--- src/rtl/risc.sv ---
// risc: 16-bit multi-cycle RISC core with unified program/data RAM and a serial program loader.
// Rev 1.0 - initial release.
`default_nettype none

module risc #(
    parameter int ADDR_W = 8
) (
    input  logic        clk,
    input  logic        PC_rst,
    input  logic [15:0] ext_data,
    input  logic        ext_we,
    output logic [15:0] OutR,
    output logic        done
);

    localparam int DEPTH = 1 << ADDR_W;

    typedef enum logic [1:0] {
        S_FETCH = 2'd0,
        S_EXEC  = 2'd1,
        S_HALT  = 2'd2
    } state_t;

    state_t              r_state;
    state_t              w_next_state;
    logic [15:0]         r_mem [0:DEPTH-1];
    logic [ADDR_W-1:0]   r_pc;
    logic [ADDR_W-1:0]   r_lp;
    logic [15:0]         r_regs [0:7];
    logic [15:0]         r_ir;
    logic                r_z;
    logic                r_c;
    logic [15:0]         r_out;

    logic [3:0]          w_op;
    logic                w_s;
    logic [2:0]          w_d;
    logic [2:0]          w_a;
    logic [2:0]          w_b;
    logic [1:0]          w_f;
    logic [4:0]          w_i5;
    logic [7:0]          w_i8;
    logic [15:0]         w_ra;
    logic [15:0]         w_rb;
    logic [ADDR_W-1:0]   w_ea;
    logic [ADDR_W-1:0]   w_boff;

    logic [15:0]         w_res;
    logic                w_cout;
    logic                w_rf_we;
    logic                w_flag_we;
    logic                w_mem_we;
    logic                w_pc_ld;
    logic                w_out_we;
    logic                w_halt;
    logic                w_taken;
    logic                w_mem_wr;

    assign w_op   = r_ir[15:12];
    assign w_s    = r_ir[11];
    assign w_d    = r_ir[10:8];
    assign w_a    = r_ir[7:5];
    assign w_b    = r_ir[4:2];
    assign w_f    = r_ir[1:0];
    assign w_i5   = r_ir[4:0];
    assign w_i8   = r_ir[7:0];
    assign w_ra   = r_regs[w_a];
    assign w_rb   = r_regs[w_b];
    assign w_ea   = w_ra[ADDR_W-1:0] + ADDR_W'(w_i5);
    assign w_boff = ADDR_W'($signed(w_i8));

    always_comb begin
        case (r_ir[11:8])
            4'b0000: w_taken = 1'b1;
            4'b0001: w_taken = ~r_z;
            4'b0010: w_taken = r_c;
            4'b0011: w_taken = ~r_c;
            4'b0100: w_taken = r_z;
            default: w_taken = 1'b0;
        endcase
    end

    // Decode/execute for the instruction held in IR; only acted on in EXEC.
    always_comb begin
        w_res     = 16'h0000;
        w_cout    = 1'b0;
        w_rf_we   = 1'b0;
        w_flag_we = 1'b0;
        w_mem_we  = 1'b0;
        w_pc_ld   = 1'b0;
        w_out_we  = 1'b0;
        w_halt    = 1'b0;
        case (w_op)
            4'h0: begin
                w_rf_we = 1'b1;
                if (w_s) begin
                    w_res = {8'h00, w_i8};
                end else begin
                    w_flag_we = 1'b1;
                    case (w_f)
                        2'b00:   {w_cout, w_res} = {1'b0, w_ra} + {1'b0, w_rb};
                        2'b01:   w_res = w_ra & w_rb;
                        2'b10:   {w_cout, w_res} = {1'b0, w_ra} + {1'b0, ~w_rb} + 17'd1;
                        default: w_res = w_ra | w_rb;
                    endcase
                end
            end
            4'h1: begin
                w_rf_we = 1'b1;
                w_res   = r_mem[w_ea];
            end
            4'h2: w_mem_we = 1'b1;
            4'h3: begin
                w_flag_we = 1'b1;
                if (w_s) begin
                    w_rf_we = 1'b1;
                    {w_cout, w_res} = {1'b0, w_ra} + {12'h000, w_i5};
                end else begin
                    // Subtract via two's complement: carry out doubles as "no borrow".
                    {w_cout, w_res} = {1'b0, w_ra} + {1'b0, ~w_rb} + 17'd1;
                end
            end
            4'h5: begin
                w_rf_we = 1'b1;
                w_res   = w_ra;
            end
            4'hC: w_pc_ld = w_taken;
            4'hE: begin
                w_out_we = (w_f == 2'b00);
                w_halt   = (w_f == 2'b01);
            end
            default: ;
        endcase
    end

    assign w_mem_wr = w_mem_we && (r_state == S_EXEC) && !ext_we;

    // RAM contents survive reset so a reset pulse restarts the loaded program.
    always_ff @(posedge clk) begin
        if (ext_we) begin
            r_mem[r_lp] <= ext_data;
        end else if (w_mem_wr) begin
            r_mem[w_ea] <= r_regs[w_d];
        end
    end

    always_comb begin
        w_next_state = r_state;
        if (!ext_we) begin
            case (r_state)
                S_FETCH: w_next_state = S_EXEC;
                S_EXEC:  w_next_state = w_halt ? S_HALT : S_FETCH;
                default: w_next_state = S_HALT;
            endcase
        end
    end

    always_ff @(posedge clk or negedge PC_rst) begin
        if (!PC_rst) begin
            r_state <= S_FETCH;
        end else begin
            r_state <= w_next_state;
        end
    end

    always_ff @(posedge clk or negedge PC_rst) begin
        if (!PC_rst) begin
            r_pc  <= '0;
            r_lp  <= '0;
            r_ir  <= 16'h0000;
            r_z   <= 1'b0;
            r_c   <= 1'b0;
            r_out <= 16'h0000;
            for (int k = 0; k < 8; k++) begin
                r_regs[k] <= 16'h0000;
            end
        end else if (ext_we) begin
            r_lp <= r_lp + 1'b1;
        end else begin
            case (r_state)
                S_FETCH: begin
                    r_ir <= r_mem[r_pc];
                    r_pc <= r_pc + 1'b1;
                end
                S_EXEC: begin
                    if (w_rf_we) begin
                        r_regs[w_d] <= w_res;
                    end
                    if (w_flag_we) begin
                        r_z <= (w_res == 16'h0000);
                        r_c <= w_cout;
                    end
                    if (w_pc_ld) begin
                        r_pc <= r_pc + w_boff;
                    end
                    if (w_out_we) begin
                        r_out <= w_ra;
                    end
                end
                default: ;
            endcase
        end
    end

    assign OutR = r_out;
    assign done = (r_state == S_HALT);

endmodule

`default_nettype wire

--- config.mk ---
export PLATFORM = sky130hd
export DESIGN_NAME = risc
export DESIGN_NICKNAME = d
export VERILOG_FILES = /design/src/rtl/risc.sv
export SDC_FILE = /design/constraint.sdc
export NUM_CORES = 2
export LEC_CHECK = 0
export CAP_MARGIN = 10
export CORE_ASPECT_RATIO = 1.25
export CORE_MARGIN = 2
export CORE_UTILIZATION = 64
export DETAILED_ROUTE_END_ITERATION = 16
export HOLD_SLACK_MARGIN = 0.03
export MAX_ROUTING_LAYER = met4
export PLACE_DENSITY = 0.8
export SLEW_MARGIN = 10
export SYNTH_ARGS = -nofsm -noshare
export SYNTH_HDL_FRONTEND = slang
export SYNTH_SLANG_ARGS = --single-unit
export TNS_END_PERCENT = 30
--- constraint.sdc ---
create_clock -name clk -period 17.3 [get_ports clk]
set_input_delay 2.595 -clock clk [delete_from_list [all_inputs] [get_ports clk]]
set_output_delay 2.595 -clock clk [all_outputs]
set_load 0.05 [all_outputs]
==> flow_summary_export.csv <==
group,metric,value,unit
run_status,status,"completed",
logic_synthesis,synth.distinct_cells,81,
cts,clkSinkCount,4276,
placed_design,place_hpwl,407,mm
timing,report.final.slew_viol_count,0,
timing,timing.final.crit_share,56.0,%
global_routing,track_usage,44.0,%
logic_synthesis,synth_warnings,0,
critical_path,critPathKind,"reg -> reg",
cts,clock_latency,1.02,ns
logic_synthesis,synthMuxAreaShare,29.1,%
logic_synthesis,synthFlopType,"edfxtp_1",
die,dieWidth,508,um
cts,holdBufCountCts,0,
placed_design,dpl_cell_area,210000,um2
critical_path,rr_worst_depth,18,
critical_path,crit_arrival,10.57,ns
layout,fill_cells,18070,
drt,drt-wirelength-per-cell,45.2,um
die,die_h,634,um
drt,drc,0,
layout,area_growth,10.2,%
drt,first_pass_iters,10,
timing,fin_crit,9.69,ns
timing,holdWs,0.490,ns
layout,finish.net_count,10516,
global_routing,grt_pass1_wl,951,mm
logic_synthesis,ys_ff_latch,4276,
drt,viasPerCell,8.27,
cts,h-tree-depth,5,
drt,drt_iter0_markers,24342,
placed_design,io_buffers,35,
logic_synthesis,async_flop_share,4.21,%
cts,cts_setup_buffers,0,
logic_synthesis,syn_area_per_cell,19.6,um2
logic_synthesis,synthesis.area,203000,um2
cts,clk_pin_slew,0.06,ns
placed_design,place.gp.congestion,1.01,
timing,worst_pin_slew,1.39,ns
logic_synthesis,synth_compound_area_share,1.87,%
cts,cts_made_buffers,405,
critical_path,worst_setup_path_start_kind,"flop",
cts,ctsResizeCount,0,
global_routing,grt_max_degree,257,
drt,routed_wl,680,mm
logic_synthesis,syn-instance-count,10369,
timing,finalClockSkew,0.0766,ns
cts,cts.path.max_buffers,4,
critical_path,end_kind,"flop",
global_routing,grt-ovfl-total,0,
logic_synthesis,synth_top_family_by_area,"multiplexers",
die,die_area,322000,um2
global_routing,antenna_found_initial,77,
flow_run,cap_violations,0,
logic_synthesis,synthAdderAreaFrac,0.422,%
critical_path,crit_path_start,"r_ir[5]",
die,start_util,64.2,%
critical_path,r2r-end,"r_z",
layout,fin_cells,15034,
timing,fmax,103,MHz
critical_path,endpoint,"r_z",
critical_path,cp.required,18.19,ns
layout,multi_input_area,72900,um2
logic_synthesis,synth_nets,10454,
layout,register_area,128000,um2
die,coreArea,316000,um2
layout,layout_common_cells,"edfxtp_1 (4096), mux4_2 (2529), nand2_1 (940)",
critical_path,critPathMaxFanout,86,
placed_design,dp.cells,14213,
cts,cts-root-buf,"clkbuf_16",
layout,drive_gt1_share,36.9,%
layout,final_common_cell,"edfxtp_1",
critical_path,r2r-start,"r_ir[5]",
logic_synthesis,ys_seq_area_share,62.8,%
drt,antenna_left,0,
global_routing,grt_pass1_vias,121399,
critical_path,rrSetupSlack,7.61,ns
worst_hold_path,hold_class,"reg -> reg",
drt,num_vias,124355,
layout,final_cell_area,224000,um2
timing,rsz0062_at_grt,"false",
timing,finalSetupViolations,0,
timing,hold_viol_final,0,
logic_synthesis,synth_xor_area_share,0.189,%
logic_synthesis,synthSimpleGateAreaFrac,3.72,%
cts,cts_tree,"done",
timing,fin_tns_setup,0,ns
logic_synthesis,synth_edf_count,4096,
die,num_io_pins,36,
timing,relSlewSlack,6.68,%
die,num_rows,231,
## area by class of cell
cell class / count / area share [%]
sequential: 4276 / 57.0
multi-input combinational: 5197 / 32.6
clock buffer: 466 / 4.70
tap: 4194 / 2.35
timing repair buffer: 489 / 1.86
clock inverter: 269 / 1.25
inverter: 62 / 0.104
antenna: 81 / 0.0906
## worst min path at each step
stage / start / cells past startpoint / endpoint
3_5_place_dp: OutR[8] / 2 / OutR[8]
3_3_place_gp: OutR[12] / 2 / OutR[12]
5_1_grt: OutR[8] / 2 / OutR[8]
2_1_floorplan: r_z / 2 / r_z
6_report: OutR[8] / 2 / OutR[8]
4_1_cts: OutR[8] / 2 / OutR[8]
## Yosys cell counts (41+ instances only)
cell      count  area (um2)
nand2_1     957        3590
a311oi_1     63         552
a31oi_1      64         400
inv_1        58         218
and3_1       71         444
ha_1         62         776
buf_2       165         826
a21oi_1      79         395
o21ai_0     199         996
buf_1       174         653
buf_4        41         308
mux4_2     2529       57000
edfxtp_1   4096      123000
nand3_1     295        1480
dfrtp_1     180        4500
mux2i_1     156        1560
nor2_1      328        1230
clkbuf_1    443        1660
mux2_2       43         484
## layer usage
metal  global-route usage, %  vias to the layer above  part of all wire (%)
met5                       -                        -                     0
met4                    28.9                        0                   8.4
met3                    14.6                     2595                    16
met2                    63.0                    13457                    46
met1                    54.1                    63843                    30
li1                        -                    44460                     -
## flip-flops by register name, summed over array words and instances (netlist names)
signal,count
r_ir,16
r_pc,8
r_z,1
OutR,16
r_c,1
r_state,2
r_mem,4096
r_lp,8
r_regs,128
## cell families after synthesis
family	after synthesis
simple gates	1775
fa+ha+maj	66
mux	2731
compound gates	582
flops	4276
buf+inv	896
xor+xnor	43
## critical path, stage by stage (launching register included)
cell	delay [ns]
dfrtp_2	0.70
buf_4	0.41
mux4_2	0.54
mux2i_1	0.69
inv_1	0.33
ha_1	0.37
a211oi_1	0.63
o21bai_1	0.39
nand2_8	0.66
buf_12	0.53
buf_4	0.72
mux4_2	0.60
a22oi_1	0.61
a21oi_1	0.34
or4b_1	0.71
or4b_1	0.55
nor4_1	0.27
nand4_1	0.13
nand2_1	0.13
## metrics by stage
| step | util [%] | setup WS (ns) |
|---|---|---|
| after floorplan | - | 1.55 |
| after global placement | 66.4 | 7.98 |
| after detailed placement | 66.4 | 7.90 |
| after CTS | 70.6 | 7.87 |
| after global routing | 70.7 | 7.49 |
| final | 70.7 | 7.61 |
Power is not shown: default switching activity piles up to over one toggle a cycle in this logic, so the estimate is an artifact.
